<file path="src/rtl/ula_multiciclo_if.sv">
// Handshake and data bundle between the control unit and the multicycle ALU.
interface ula_multiciclo_if #(
   parameter int WIDTH = 8
);
   logic             enable;
   logic [3:0]       opcode;
   logic [WIDTH-1:0] regA;
   logic [WIDTH-1:0] regB;
   logic [WIDTH-1:0] saidaULA;
   logic [WIDTH-1:0] saidaAlta;
   logic             busy;
   logic             pronto;
   logic             zero;
   logic             carry;
   logic             overflow;
   logic             erroDiv;

   modport master (
      output enable, opcode, regA, regB,
      input  saidaULA, saidaAlta, busy, pronto, zero, carry, overflow, erroDiv
   );

   modport slave (
      input  enable, opcode, regA, regB,
      output saidaULA, saidaAlta, busy, pronto, zero, carry, overflow, erroDiv
   );
endinterface

</file>
<file path="src/rtl/ula_multiciclo.sv">
// Multicycle ALU: single-cycle logic/add/sub, iterative shift-add multiply
// and restoring divide, with enable/busy/pronto handshake and status flags.
module ula_multiciclo #(
   parameter int WIDTH = 8
) (
   input logic             clock,
   input logic             reset,
   ula_multiciclo_if.slave bus
);
   localparam int            CW   = $clog2(WIDTH + 1);
   localparam logic [CW-1:0] LAST = CW'(WIDTH - 1);

   localparam logic [3:0] OP_ZERO = 4'b0000;
   localparam logic [3:0] OP_ADD  = 4'b0001;
   localparam logic [3:0] OP_SUB  = 4'b0010;
   localparam logic [3:0] OP_MUL  = 4'b0011;
   localparam logic [3:0] OP_DIV  = 4'b0100;
   localparam logic [3:0] OP_AND  = 4'b0101;
   localparam logic [3:0] OP_OR   = 4'b0110;
   localparam logic [3:0] OP_NOT  = 4'b0111;
   localparam logic [3:0] OP_XOR  = 4'b1000;
   localparam logic [3:0] OP_XNOR = 4'b1001;
   localparam logic [3:0] OP_PSA  = 4'b1010;
   localparam logic [3:0] OP_PSB  = 4'b1011;

   typedef enum logic {OCIOSO, ITERA} state_t;

   state_t           state;
   logic [CW-1:0]    cnt;
   logic             op_div;
   logic [WIDTH-1:0] a_reg;
   logic [WIDTH-1:0] b_reg;
   // MUL: work_hi = running high half, work_lo = multiplier shifting out / product low.
   // DIV: work_hi = partial remainder, work_lo = dividend shifting out / quotient in.
   logic [WIDTH-1:0] work_hi;
   logic [WIDTH-1:0] work_lo;

   logic [WIDTH:0]   add_full;
   logic [WIDTH:0]   sub_full;
   logic [WIDTH-1:0] sc_res;
   logic             sc_carry;
   logic             sc_ovf;
   logic             is_multi;
   logic             is_nop;

   logic [WIDTH:0]   mul_sum;
   logic [WIDTH:0]   div_shift;
   logic [WIDTH:0]   div_trial;
   logic [WIDTH-1:0] step_hi;
   logic [WIDTH-1:0] step_lo;

   // Single-cycle result and flags straight from the bus operands
   always_comb begin
      add_full = {1'b0, bus.regA} + {1'b0, bus.regB};
      sub_full = {1'b0, bus.regA} - {1'b0, bus.regB};
      sc_res   = '0;
      sc_carry = 1'b0;
      sc_ovf   = 1'b0;
      is_multi = (bus.opcode == OP_MUL) || (bus.opcode == OP_DIV);
      is_nop   = (bus.opcode[3:2] == 2'b11);
      case (bus.opcode)
         OP_ZERO: sc_res = '0;
         OP_ADD: begin
            sc_res   = add_full[WIDTH-1:0];
            sc_carry = add_full[WIDTH];
            sc_ovf   = (bus.regA[WIDTH-1] == bus.regB[WIDTH-1]) &&
                       (add_full[WIDTH-1] != bus.regA[WIDTH-1]);
         end
         OP_SUB: begin
            sc_res   = sub_full[WIDTH-1:0];
            sc_carry = sub_full[WIDTH];   // borrow: wraps only when A < B
            sc_ovf   = (bus.regA[WIDTH-1] != bus.regB[WIDTH-1]) &&
                       (sub_full[WIDTH-1] != bus.regA[WIDTH-1]);
         end
         OP_AND:  sc_res = bus.regA & bus.regB;
         OP_OR:   sc_res = bus.regA | bus.regB;
         OP_NOT:  sc_res = ~bus.regA;
         OP_XOR:  sc_res = bus.regA ^ bus.regB;
         OP_XNOR: sc_res = ~(bus.regA ^ bus.regB);
         OP_PSA:  sc_res = bus.regA;
         OP_PSB:  sc_res = bus.regB;
         default: sc_res = '0;
      endcase
   end

   // One multiply or divide step applied to the working registers
   always_comb begin
      mul_sum   = {1'b0, work_hi} + (work_lo[0] ? {1'b0, a_reg} : '0);
      div_shift = {work_hi, work_lo[WIDTH-1]};
      div_trial = div_shift - {1'b0, b_reg};
      if (op_div) begin
         if (!div_trial[WIDTH]) begin
            step_hi = div_trial[WIDTH-1:0];
            step_lo = {work_lo[WIDTH-2:0], 1'b1};
         end else begin
            step_hi = div_shift[WIDTH-1:0];
            step_lo = {work_lo[WIDTH-2:0], 1'b0};
         end
      end else begin
         step_hi = mul_sum[WIDTH:1];
         step_lo = {mul_sum[0], work_lo[WIDTH-1:1]};
      end
   end

   // Control FSM with registered results, flags and handshake outputs
   always_ff @(posedge clock) begin
      if (reset) begin
         state         <= OCIOSO;
         cnt           <= '0;
         op_div        <= 1'b0;
         a_reg         <= '0;
         b_reg         <= '0;
         work_hi       <= '0;
         work_lo       <= '0;
         bus.saidaULA  <= '0;
         bus.saidaAlta <= '0;
         bus.busy      <= 1'b0;
         bus.pronto    <= 1'b0;
         bus.zero      <= 1'b0;
         bus.carry     <= 1'b0;
         bus.overflow  <= 1'b0;
         bus.erroDiv   <= 1'b0;
      end else begin
         bus.pronto <= 1'b0;
         case (state)
            OCIOSO: begin
               if (bus.enable) begin
                  if (is_multi) begin
                     state    <= ITERA;
                     bus.busy <= 1'b1;
                     cnt      <= '0;
                     op_div   <= (bus.opcode == OP_DIV);
                     a_reg    <= bus.regA;
                     b_reg    <= bus.regB;
                     work_hi  <= '0;
                     work_lo  <= (bus.opcode == OP_DIV) ? bus.regA : bus.regB;
                  end else begin
                     bus.pronto <= 1'b1;
                     if (!is_nop) begin
                        bus.saidaULA  <= sc_res;
                        bus.saidaAlta <= '0;
                        bus.zero      <= (sc_res == '0);
                        bus.carry     <= sc_carry;
                        bus.overflow  <= sc_ovf;
                        bus.erroDiv   <= 1'b0;
                     end
                  end
               end
            end
            ITERA: begin
               work_hi <= step_hi;
               work_lo <= step_lo;
               cnt     <= cnt + 1'b1;
               if (cnt == LAST) begin
                  state        <= OCIOSO;
                  bus.busy     <= 1'b0;
                  bus.pronto   <= 1'b1;
                  bus.carry    <= 1'b0;
                  if (op_div && (b_reg == '0)) begin
                     bus.saidaULA  <= '1;
                     bus.saidaAlta <= a_reg;
                     bus.zero      <= 1'b0;
                     bus.overflow  <= 1'b0;
                     bus.erroDiv   <= 1'b1;
                  end else begin
                     bus.saidaULA  <= step_lo;
                     bus.saidaAlta <= step_hi;
                     bus.zero      <= (step_lo == '0);
                     bus.overflow  <= !op_div && (step_hi != '0);
                     bus.erroDiv   <= 1'b0;
                  end
               end
            end
            default: state <= OCIOSO;
         endcase
      end
   end
endmodule

</file>
<file path="src/flat_wrapper.sv">
// flat-port wrapper written by rule: the top's interface ports become plain ports
module ula_multiciclo_flat 
#(
   parameter int WIDTH = 8
)
  (clock, reset, bus_enable, bus_opcode, bus_regA, bus_regB, bus_saidaULA, bus_saidaAlta, bus_busy, bus_pronto, bus_zero, bus_carry, bus_overflow, bus_erroDiv);
  ula_multiciclo_if #(.WIDTH(WIDTH)) bus_i ();
  input logic clock;
  input logic reset;
  input wire logic [$bits(bus_i.enable)-1:0] bus_enable;
  input wire logic [$bits(bus_i.opcode)-1:0] bus_opcode;
  input wire logic [$bits(bus_i.regA)-1:0] bus_regA;
  input wire logic [$bits(bus_i.regB)-1:0] bus_regB;
  output wire logic [$bits(bus_i.saidaULA)-1:0] bus_saidaULA;
  output wire logic [$bits(bus_i.saidaAlta)-1:0] bus_saidaAlta;
  output wire logic [$bits(bus_i.busy)-1:0] bus_busy;
  output wire logic [$bits(bus_i.pronto)-1:0] bus_pronto;
  output wire logic [$bits(bus_i.zero)-1:0] bus_zero;
  output wire logic [$bits(bus_i.carry)-1:0] bus_carry;
  output wire logic [$bits(bus_i.overflow)-1:0] bus_overflow;
  output wire logic [$bits(bus_i.erroDiv)-1:0] bus_erroDiv;
  assign bus_i.enable = bus_enable;
  assign bus_i.opcode = bus_opcode;
  assign bus_i.regA = bus_regA;
  assign bus_i.regB = bus_regB;
  assign bus_saidaULA = bus_i.saidaULA;
  assign bus_saidaAlta = bus_i.saidaAlta;
  assign bus_busy = bus_i.busy;
  assign bus_pronto = bus_i.pronto;
  assign bus_zero = bus_i.zero;
  assign bus_carry = bus_i.carry;
  assign bus_overflow = bus_i.overflow;
  assign bus_erroDiv = bus_i.erroDiv;
  ula_multiciclo #(.WIDTH(WIDTH)) u_core (.clock(clock), .reset(reset), .bus(bus_i));
endmodule
</file>
<file path="config.mk">
export PLATFORM = sky130hd
export DESIGN_NAME = ula_multiciclo_flat
export DESIGN_NICKNAME = d
export VERILOG_FILES = /design/src/rtl/ula_multiciclo_if.sv /design/src/rtl/ula_multiciclo.sv /design/src/flat_wrapper.sv
export SDC_FILE = /design/constraint.sdc
export NUM_CORES = 1
export LEC_CHECK = 0
export BUFFER_PORTS_ARGS = -buffer_cell sky130_fd_sc_hd__buf_2
export CORE_MARGIN = 2
export CORE_UTILIZATION = 40
export DETAILED_ROUTE_END_ITERATION = 10
export GPL_ROUTABILITY_DRIVEN = 0
export PLACE_DENSITY = 0.59
export SETUP_SLACK_MARGIN = 0.15
export SLEW_MARGIN = 15
export SYNTH_ARGS = -nofsm -noshare
export SYNTH_HDL_FRONTEND = slang
export SYNTH_SLANG_ARGS = --single-unit
</file>
<file path="constraint.sdc">
create_clock -name clock -period 3.6 [get_ports clock]
set_clock_uncertainty 0.2 [all_clocks]
set_input_delay 0.36 -clock clock [delete_from_list [all_inputs] [get_ports clock]]
set_output_delay 0.36 -clock clock [all_outputs]
set_load 0.01 [all_outputs]
</file>
Word-level counts from Yosys, hierarchy flattened:

Cells that the tools add are included.

* input bits: 23
* logic and storage cells: 126
* output and inout port bits: 22
* bits in registers: 60

* reductions and logical operators: 14
* bitwise gates (word level): 6
* mux-type cells: 64
* add/sub/neg operators: 5
* eq/ne operators: 22

Operators by type and width (count)
* $mux W8: 19
* $pmux W8 S9: 1
* $pmux W8 S2: 4
* $mux W1: 28
* $logic_not A8 Y1: 3
* $eq A4 B3 Y1 const B: 5
* $pmux W1 S2: 9
* $eq A4 B4 Y1 const B: 4
* $not A8 Y8: 2
* $add A8 B8 Y9: 1
* $add A8 B9 Y9: 1
* $sub A8 B8 Y9: 1
* $sub A9 B8 Y9: 1
* $and A8 B8 Y8: 1
* $eq A4 B2 Y1 const B: 2
* $mux W4: 2
* $ne A2 B2 Y1 const B: 4
* $or A8 B8 Y8: 1
* $pmux W4 S2: 1
* $reduce_bool A8 Y1: 1
* $xor A8 B8 Y8: 1
* $reduce_and A3 Y1: 2
* $add A4 B1 Y4 const B: 1
* $eq A4 B1 Y1 const B: 1
* 10 further kinds: 15

Logic depth before layout (Yosys ltp):

Gate-level depths: netlist of run 1.

* word-level depth: 8
* gate-level depth with buffers: 13

Least setup slack after synthesis of run 1:

Ideal clock, no wire load.

* kind: register to register
* start point: register u_core.work_lo[7]
* end point: register u_core.bus.overflow
* period minus slack after synthesis: 3046 ps
* slack: 554 ps
* buffers on the path: 0
* cell stages (with the launch flop): 13
* data required time: 3276 ps
* data arrival time: 2722 ps
* path through: dfxtp_1 inv_1 ha_1 inv_1 fa_1 a21o_1 a41oi_2 mux2i_4 nor4_2 a221oi_2 nand4_1 o41ai_2 a21oi_1

* word-level cells in the longest chain between the ends: 8

Ends and longest elaborated chain
* from (decl): line ula_multiciclo.sv:36 `logic [WIDTH-1:0] work_lo;`
* from (signal assigned): line ula_multiciclo.sv:136 `work_lo <= (bus.opcode == OP_DIV) ? bus.regA : bus.regB;`
* from (signal assigned): line ula_multiciclo.sv:152 `work_lo <= step_lo;`
* $sub A9 B8 Y9: line ula_multiciclo.sv:90 `div_trial = div_shift - {1'b0, b_reg};`
* $mux W8 (*): line ula_multiciclo.sv:92 `if (!div_trial[WIDTH]) begin`
* $mux W8 (*): line ula_multiciclo.sv:91 `if (op_div) begin`
* $reduce_bool A8 Y1 (*): line ula_multiciclo.sv:169 `bus.overflow <= !op_div && (step_hi != '0);`
* $logic_and A1 B1 Y1 (*): line ula_multiciclo.sv:169
* $mux W1 (*): line ula_multiciclo.sv:159 `if (op_div && (b_reg == '0)) begin`
* $mux W1 (*): line ula_multiciclo.sv:154 `if (cnt == LAST) begin`
* $pmux W1 S2 (*): line ula_multiciclo.sv:125 `case (state)`
* to (signal assigned): line ula_multiciclo.sv:144 `bus.overflow <= sc_ovf;`
* to (signal assigned): line ula_multiciclo.sv:169
* to (decl): line ula_multiciclo_if.sv:25 `output saidaULA, saidaAlta, busy, pronto, zero, carry, overflow, erroDiv`

Mark *: on every way between the ends. The rest lies on a longest branch, timed or not. The select of a mux whose other input is x is not followed.
A chain may end at the register's enable or synchronous reset.

Worst setup path after layout of run 1:

Ends and elaborated chain as after synthesis.

==> impl_metrics.toml, run 1 <==
[outcome]
status = "completed"

[synthesis]
synth_area_sq_mm = 0.00511
synth_top_area_cell = "dfxtp_1"
synth-seq-cells = 60
syn_nets = 744
yosys.cell_count.top_type = "nand2_1"
synth.top_cell.area_share = 0.235
yosysWarnings = 0
yosysSeqAreaShare = 0.235
async_reset_ff_frac = 0
synth_edf_count = 0
ys_types = 88
avgSynthCellArea_sq_um = 7.57
syn_inst = 676
ys.flop_type = "dfxtp_1"
synth_common_cells = "79 x nand2_1, 73 x nor2_1, 71 x a21oi_1"
yosys-top-cells-area = "dfxtp_1 23%, ha_1 10%, a21oi_1 6.9%"

[routing]
routed_wl_um = 15800
dr.pass1.iters = 7
vias_per_cell = 5.83
post-route-drc-count = 0
vias = 5098
post_drt_wl_per_cell_um = 18.1
ant_nets = 0
drtIter0Drc = 423

[floorplan]
core_sq_mm = 0.0126
start_util = 0.407
fp.dieW_um = 117
die-area_sq_mm = 0.0137
die_h_um = 117
num_rows = 41
io_pins = 45

[finish]
instances_no_fill = 874
antenna_cells = 0
drive_above_1_share = 0.132
num-nets-final = 765
area_growth_pct = 12.3
fillers = 1293

[clock_tree]
cts_buffers = 9
cts_tree = "yes"
htree_levels = 3
cts.path.max_buffers = 2
clock_latency_ps = 340
cts_sinks = 60
clkSlewWorstSetupHoldPaths_ps = 50
root_buffer = "clkbuf_16"

[timing]
maxSlewViolCount = 0
rsz0062_at_grt = "false"
period_minus_slack_ps = 3260
finalCritPeriodShare = 0.905
finalHoldViolations = 0
slew_headroom = 0.456
worstMarginPinSlew_ps = 813
fmax_mhz = 307
setup_tns_ps = 0
setup_violations = 0

[place]
portBuffers = 44
dpl.hpwl_um = 11800
dpl.cell_count = 858

[grt]
antenna_found_initial = 0
grt_use_met3 = 0.0422
use_met1 = 0.300
top_usage_layer = "met2"
grtUsageTotal = 0.239
grt_start_max_net_pins = 44
grt_util_met2 = 0.402
grt_pass1_wl_um = 25200
grt_pass1_vias = 4747
overflow = 0

[worst_setup_path]
cp-start-kind = "flop"
reg2reg_slack_ps = 340
end_kind = "flop"
worst_ep_arrival_time_ps = 3280
worstSetupPathType = "flop to flop"
cp_data_required_time_ps = 3620
cp_max_fo = 5

[pwr]
vdd_ir_drop_max_uv = 218
cellLeakagePower_uw = 0.00232
power.density_mw_per_mm2 = 354

[run]
drv_cap = 0

[hold_path]
hold_path_class = "primary input to flop"
layer usage:
| metal | routed length, um | up-vias |
|---|---|---|
| met4 | 628 | 0 |
| met3 | 791 | 51 |
| met1 | 6790 | 2390 |
| met5 | 0 | - |
| met2 | 7600 | 178 |
| li1 | - | 2479 |
what timing repair did:
| item | CTS | global route |
|---|---|---|
| hold buffers | 0 | 0 |
| gates resized for setup | 0 | 2 |
| endpoints found under the setup margin | 0 | 1 |
| hold endpoints to repair | 0 | 0 |
| buffers inserted | 0 | 0 |
critical path, cell delays in order (launching register included):
cell      delay [ps]
dfxtp_1          330
inv_1            100
ha_1             170
inv_1             60
fa_1             460
a21o_1           220
a41oi_4          310
mux2i_4          340
nor4_2            90
a221oi_2         350
nand4_1          150
o41ai_2          280
a21oi_1          100
cell type report:
class | count | area, sq um | area share
timing repair buffer | 53 | 288 | 0.0501
clock inverter | 6 | 88.8 | 0.0155
inverter | 38 | 143 | 0.0248
clock buffer | 10 | 229 | 0.0399
tap | 172 | 215 | 0.0375
sequential | 60 | 1200 | 0.209
multi-input combinational | 535 | 3580 | 0.623
per-stage QoR:
stage	setup slack, ps	hold slack (ps)	utilization	power [uW]	area [sq um]
final	341	117	0.457	2030	5740
after floorplan	554	237	-	994	5110
after CTS	298	105	0.455	2040	5720
after global placement	376	238	0.430	1100	5410
after detailed placement	303	240	0.430	1110	5410
after global routing	171	129	0.457	2110	5740
where the power goes:
part	internal [uW]	switching (uW)	leakage (uW)	total, uW
Clock	605	323	0.000149	929
Sequential	683	13.5	0.000486	697
Combinational	151	254	0.00168	405
final timing paths:
path	from	cells after the start	endpoint
min reg2reg	u_core.bus.saidaULA[0]	2	u_core.bus.saidaULA[0]
min	bus_regA[0]	3	u_core.a_reg[0]
max	u_core.work_lo[7]	12	u_core.bus.overflow
max reg2reg	u_core.work_lo[7]	12	u_core.bus.overflow
cells in the final DEF (no fill, tap or decap), drive strengths merged, types with 13 or more instances in the layout:
cell type / count
nor3: 18
dfxtp: 60
a21oi: 72
inv: 36
nand3: 13
buf: 53
nor2: 73
nand2: 80
o221ai: 13
o21ai: 32
mux2i: 23
ha: 41
kinds of logic after synthesis:
group,count (synthesis),synth area share
flip-flops,60,0.235
adder cells (fa/ha/maj),45,0.116
AO/OA/AOI/OAI,214,0.288
AND/OR/NAND/NOR,237,0.215
XOR/XNOR,12,0.0205
buffers and inverters,81,0.0692
multiplexers,27,0.0570
Power figures use the tool's default switching activity.
==> inputs of run 2 (changes only) <==
--- a/config.mk
+++ b/config.mk
@@ -7,10 +7,10 @@
 export LEC_CHECK = 0
 export BUFFER_PORTS_ARGS = -buffer_cell sky130_fd_sc_hd__buf_2
 export CORE_MARGIN = 2
-export CORE_UTILIZATION = 40
+export CORE_UTILIZATION = 30
 export DETAILED_ROUTE_END_ITERATION = 10
 export GPL_ROUTABILITY_DRIVEN = 0
-export PLACE_DENSITY = 0.59
+export PLACE_DENSITY = 0.49
 export SETUP_SLACK_MARGIN = 0.15
 export SLEW_MARGIN = 15
 export SYNTH_ARGS = -nofsm -noshare
==> constraint.sdc (replaced) <==
create_clock -name clock -period 2.9 [get_ports clock]
set_clock_uncertainty 0.2 [all_clocks]
set_input_delay 0.29 -clock clock [delete_from_list [all_inputs] [get_ports clock]]
set_output_delay 0.29 -clock clock [all_outputs]
set_load 0.1 [all_outputs]
==> impl_metrics.toml, run 2 (synthesis gave the netlist of run 1 again) <==
[outcome]
status = "finished, violations left"
violations = "negative setup slack"

[timing]
worst_slack_ps = -126
finalCritPeriodShare = 1.04
worstMarginPinSlew_ps = 984
finalHoldViolations = 0
fmax_mhz = 330
rsz0062_at_grt = "true"
maxSlewViolCount = 0
setup_violations = 7
period_minus_slack_ps = 3030
slew_headroom = 0.342

[finish]
fin_util = 0.399
num-nets-final = 852
final_cell_mix = "87 x buf_4, 79 x nand2_1, 70 x nor2_1"
final_common_cell = "buf_4"
area_growth_pct = 29.8
drive_above_1_share = 0.264
instances_no_fill = 1009
postLayoutCellArea_sq_mm = 0.00664
antenna_cells = 0
fillers = 1694

[clock_tree]
root_buffer = "clkbuf_16"
cts_tree = "yes"
htree_levels = 3
clkSlewWorstSetupHoldPaths_ps = 50
cts_buffers = 9
hold_buffers = 0
cts_sinks = 60
cts.path.max_buffers = 2
clock_latency_ps = 340

[routing]
routed_wl_um = 17900
drtIter0Drc = 401
post_drt_wl_per_cell_um = 17.7
post-route-drc-count = 0
vias_per_cell = 5.39
ant_nets = 0
dr.pass1.iters = 4
vias = 5443

[place]
dpl.hpwl_um = 13700
dpl.cell_count = 981
place_ws_ps = -130
placed_area_sq_mm = 0.00605
portBuffers = 44

[pwr]
vdd_ir_drop_max_uv = 311
power.density_mw_per_mm2 = 389
cellLeakagePower_uw = 0.00276
total_power_uw = 2590

[grt]
overflow = 0
grt_pass1_vias = 5167
antenna_found_initial = 0
grtUsageTotal = 0.197
grt_start_max_net_pins = 42
grt_pass1_wl_um = 28000

[worst_setup_path]
cp_cell_sequence = "inv_2, ha_4, inv_2, fa_2, a21o_1, a41oi_4, mux2i_4, nor4_2, a221oi_2, nand4_1, o41ai_2, a21oi_1"
slowest_delay_ps = 350
cp_max_fo = 3
worst_ep_arrival_time_ps = 3000
cp_slowest_cell = "a221oi_2"
worstSetupPathType = "flop to flop"
end_kind = "flop"
crit_top_cell = "inv_2"
cp-start-kind = "flop"
r2r_end = "u_core.bus.overflow"
r2r_start = "u_core.work_lo[7]"
ff2ff_path_depth = 12
reg2reg_slack_ps = -130
cp_data_required_time_ps = 2870

[run]
drv_cap = 0

[floorplan]
io_pins = 45
fp.dieW_um = 135
start_util = 0.307
die_h_um = 135
core_sq_mm = 0.0166
die-area_sq_mm = 0.0181
num_rows = 47

[hold_path]
min_from = "bus_regB[7]"
hold_end = "u_core.b_reg[7]"
whs_path_depth = 3
hold_path_class = "primary input to flop"
==> run 2: changes by cell type in the layout (fill, tap and decap cells not counted), sizes merged <==
| cell | change |
|---|---|
| clkbuf | +1 |
| buf | +87 |
| bufinv | -2 |
| clkinv | +1 |
==> run 2: final cells by class <==
cell class	instances	area (sq um)	share of cell area
inverters	38	143	0.0215
repair buffers	140	975	0.147
flip-flops and latches	60	1200	0.181
well taps	220	275	0.0415
multi-input cells	535	3760	0.567
clock buffers	11	243	0.0366
clock inverters	5	37.5	0.00565
==> run 2: how the worst max path moves through the flow <==
stage | start | end | slack [ps] | depth (start not counted)
after detailed placement | u_core.work_lo[7] | u_core.bus.overflow | -130 | 12
after global routing | u_core.work_lo[7] | u_core.bus.overflow | -230 | 12
after global placement | u_core.work_lo[7] | u_core.bus.zero | -120 | 12
after CTS | u_core.work_lo[7] | u_core.bus.overflow | -120 | 12
final | u_core.work_lo[7] | u_core.bus.overflow | -130 | 12
after floorplan | u_core.work_lo[7] | u_core.bus.overflow | 50 | 12
==> run 2: power by group <==
part           internal, uW  switching (uW)  leakage [uW]
logic                   282             434       0.00214
clock network           602             403      0.000132
registers               848            17.5      0.000487
==> run 2: worst max-delay path, delay by kind of cell, from the launching register on <==
family / cells / cell delay, ps
mux: 1 / 310
fa+ha+maj: 2 / 450
flops: 1 / 320
compound gates: 5 / 1220
simple gates: 2 / 260
buf+inv: 2 / 90
==> run 2: metrics by stage <==
step / hold slack, ps / setup TNS [ps]
floorplan: 223 / 0
global placement: 238 / -262
detailed placement: 242 / -373
CTS: 102 / -363
global route: 98.9 / -1550
finish: 102 / -366
==> run 2: what timing repair did <==
item,in CTS,in global routing
setup endpoints to repair,17,20
setup buffers,6,6
gates resized for setup,27,24
pin swaps,26,24
endpoints found under the hold margin,0,0
==> run 2: layer usage <==
layer | wire length (um) | track usage
met5 | 0 | 0
met4 | 442 | 0.0649
met3 | 865 | 0.0293
met2 | 8550 | 0.328
met1 | 8040 | 0.262
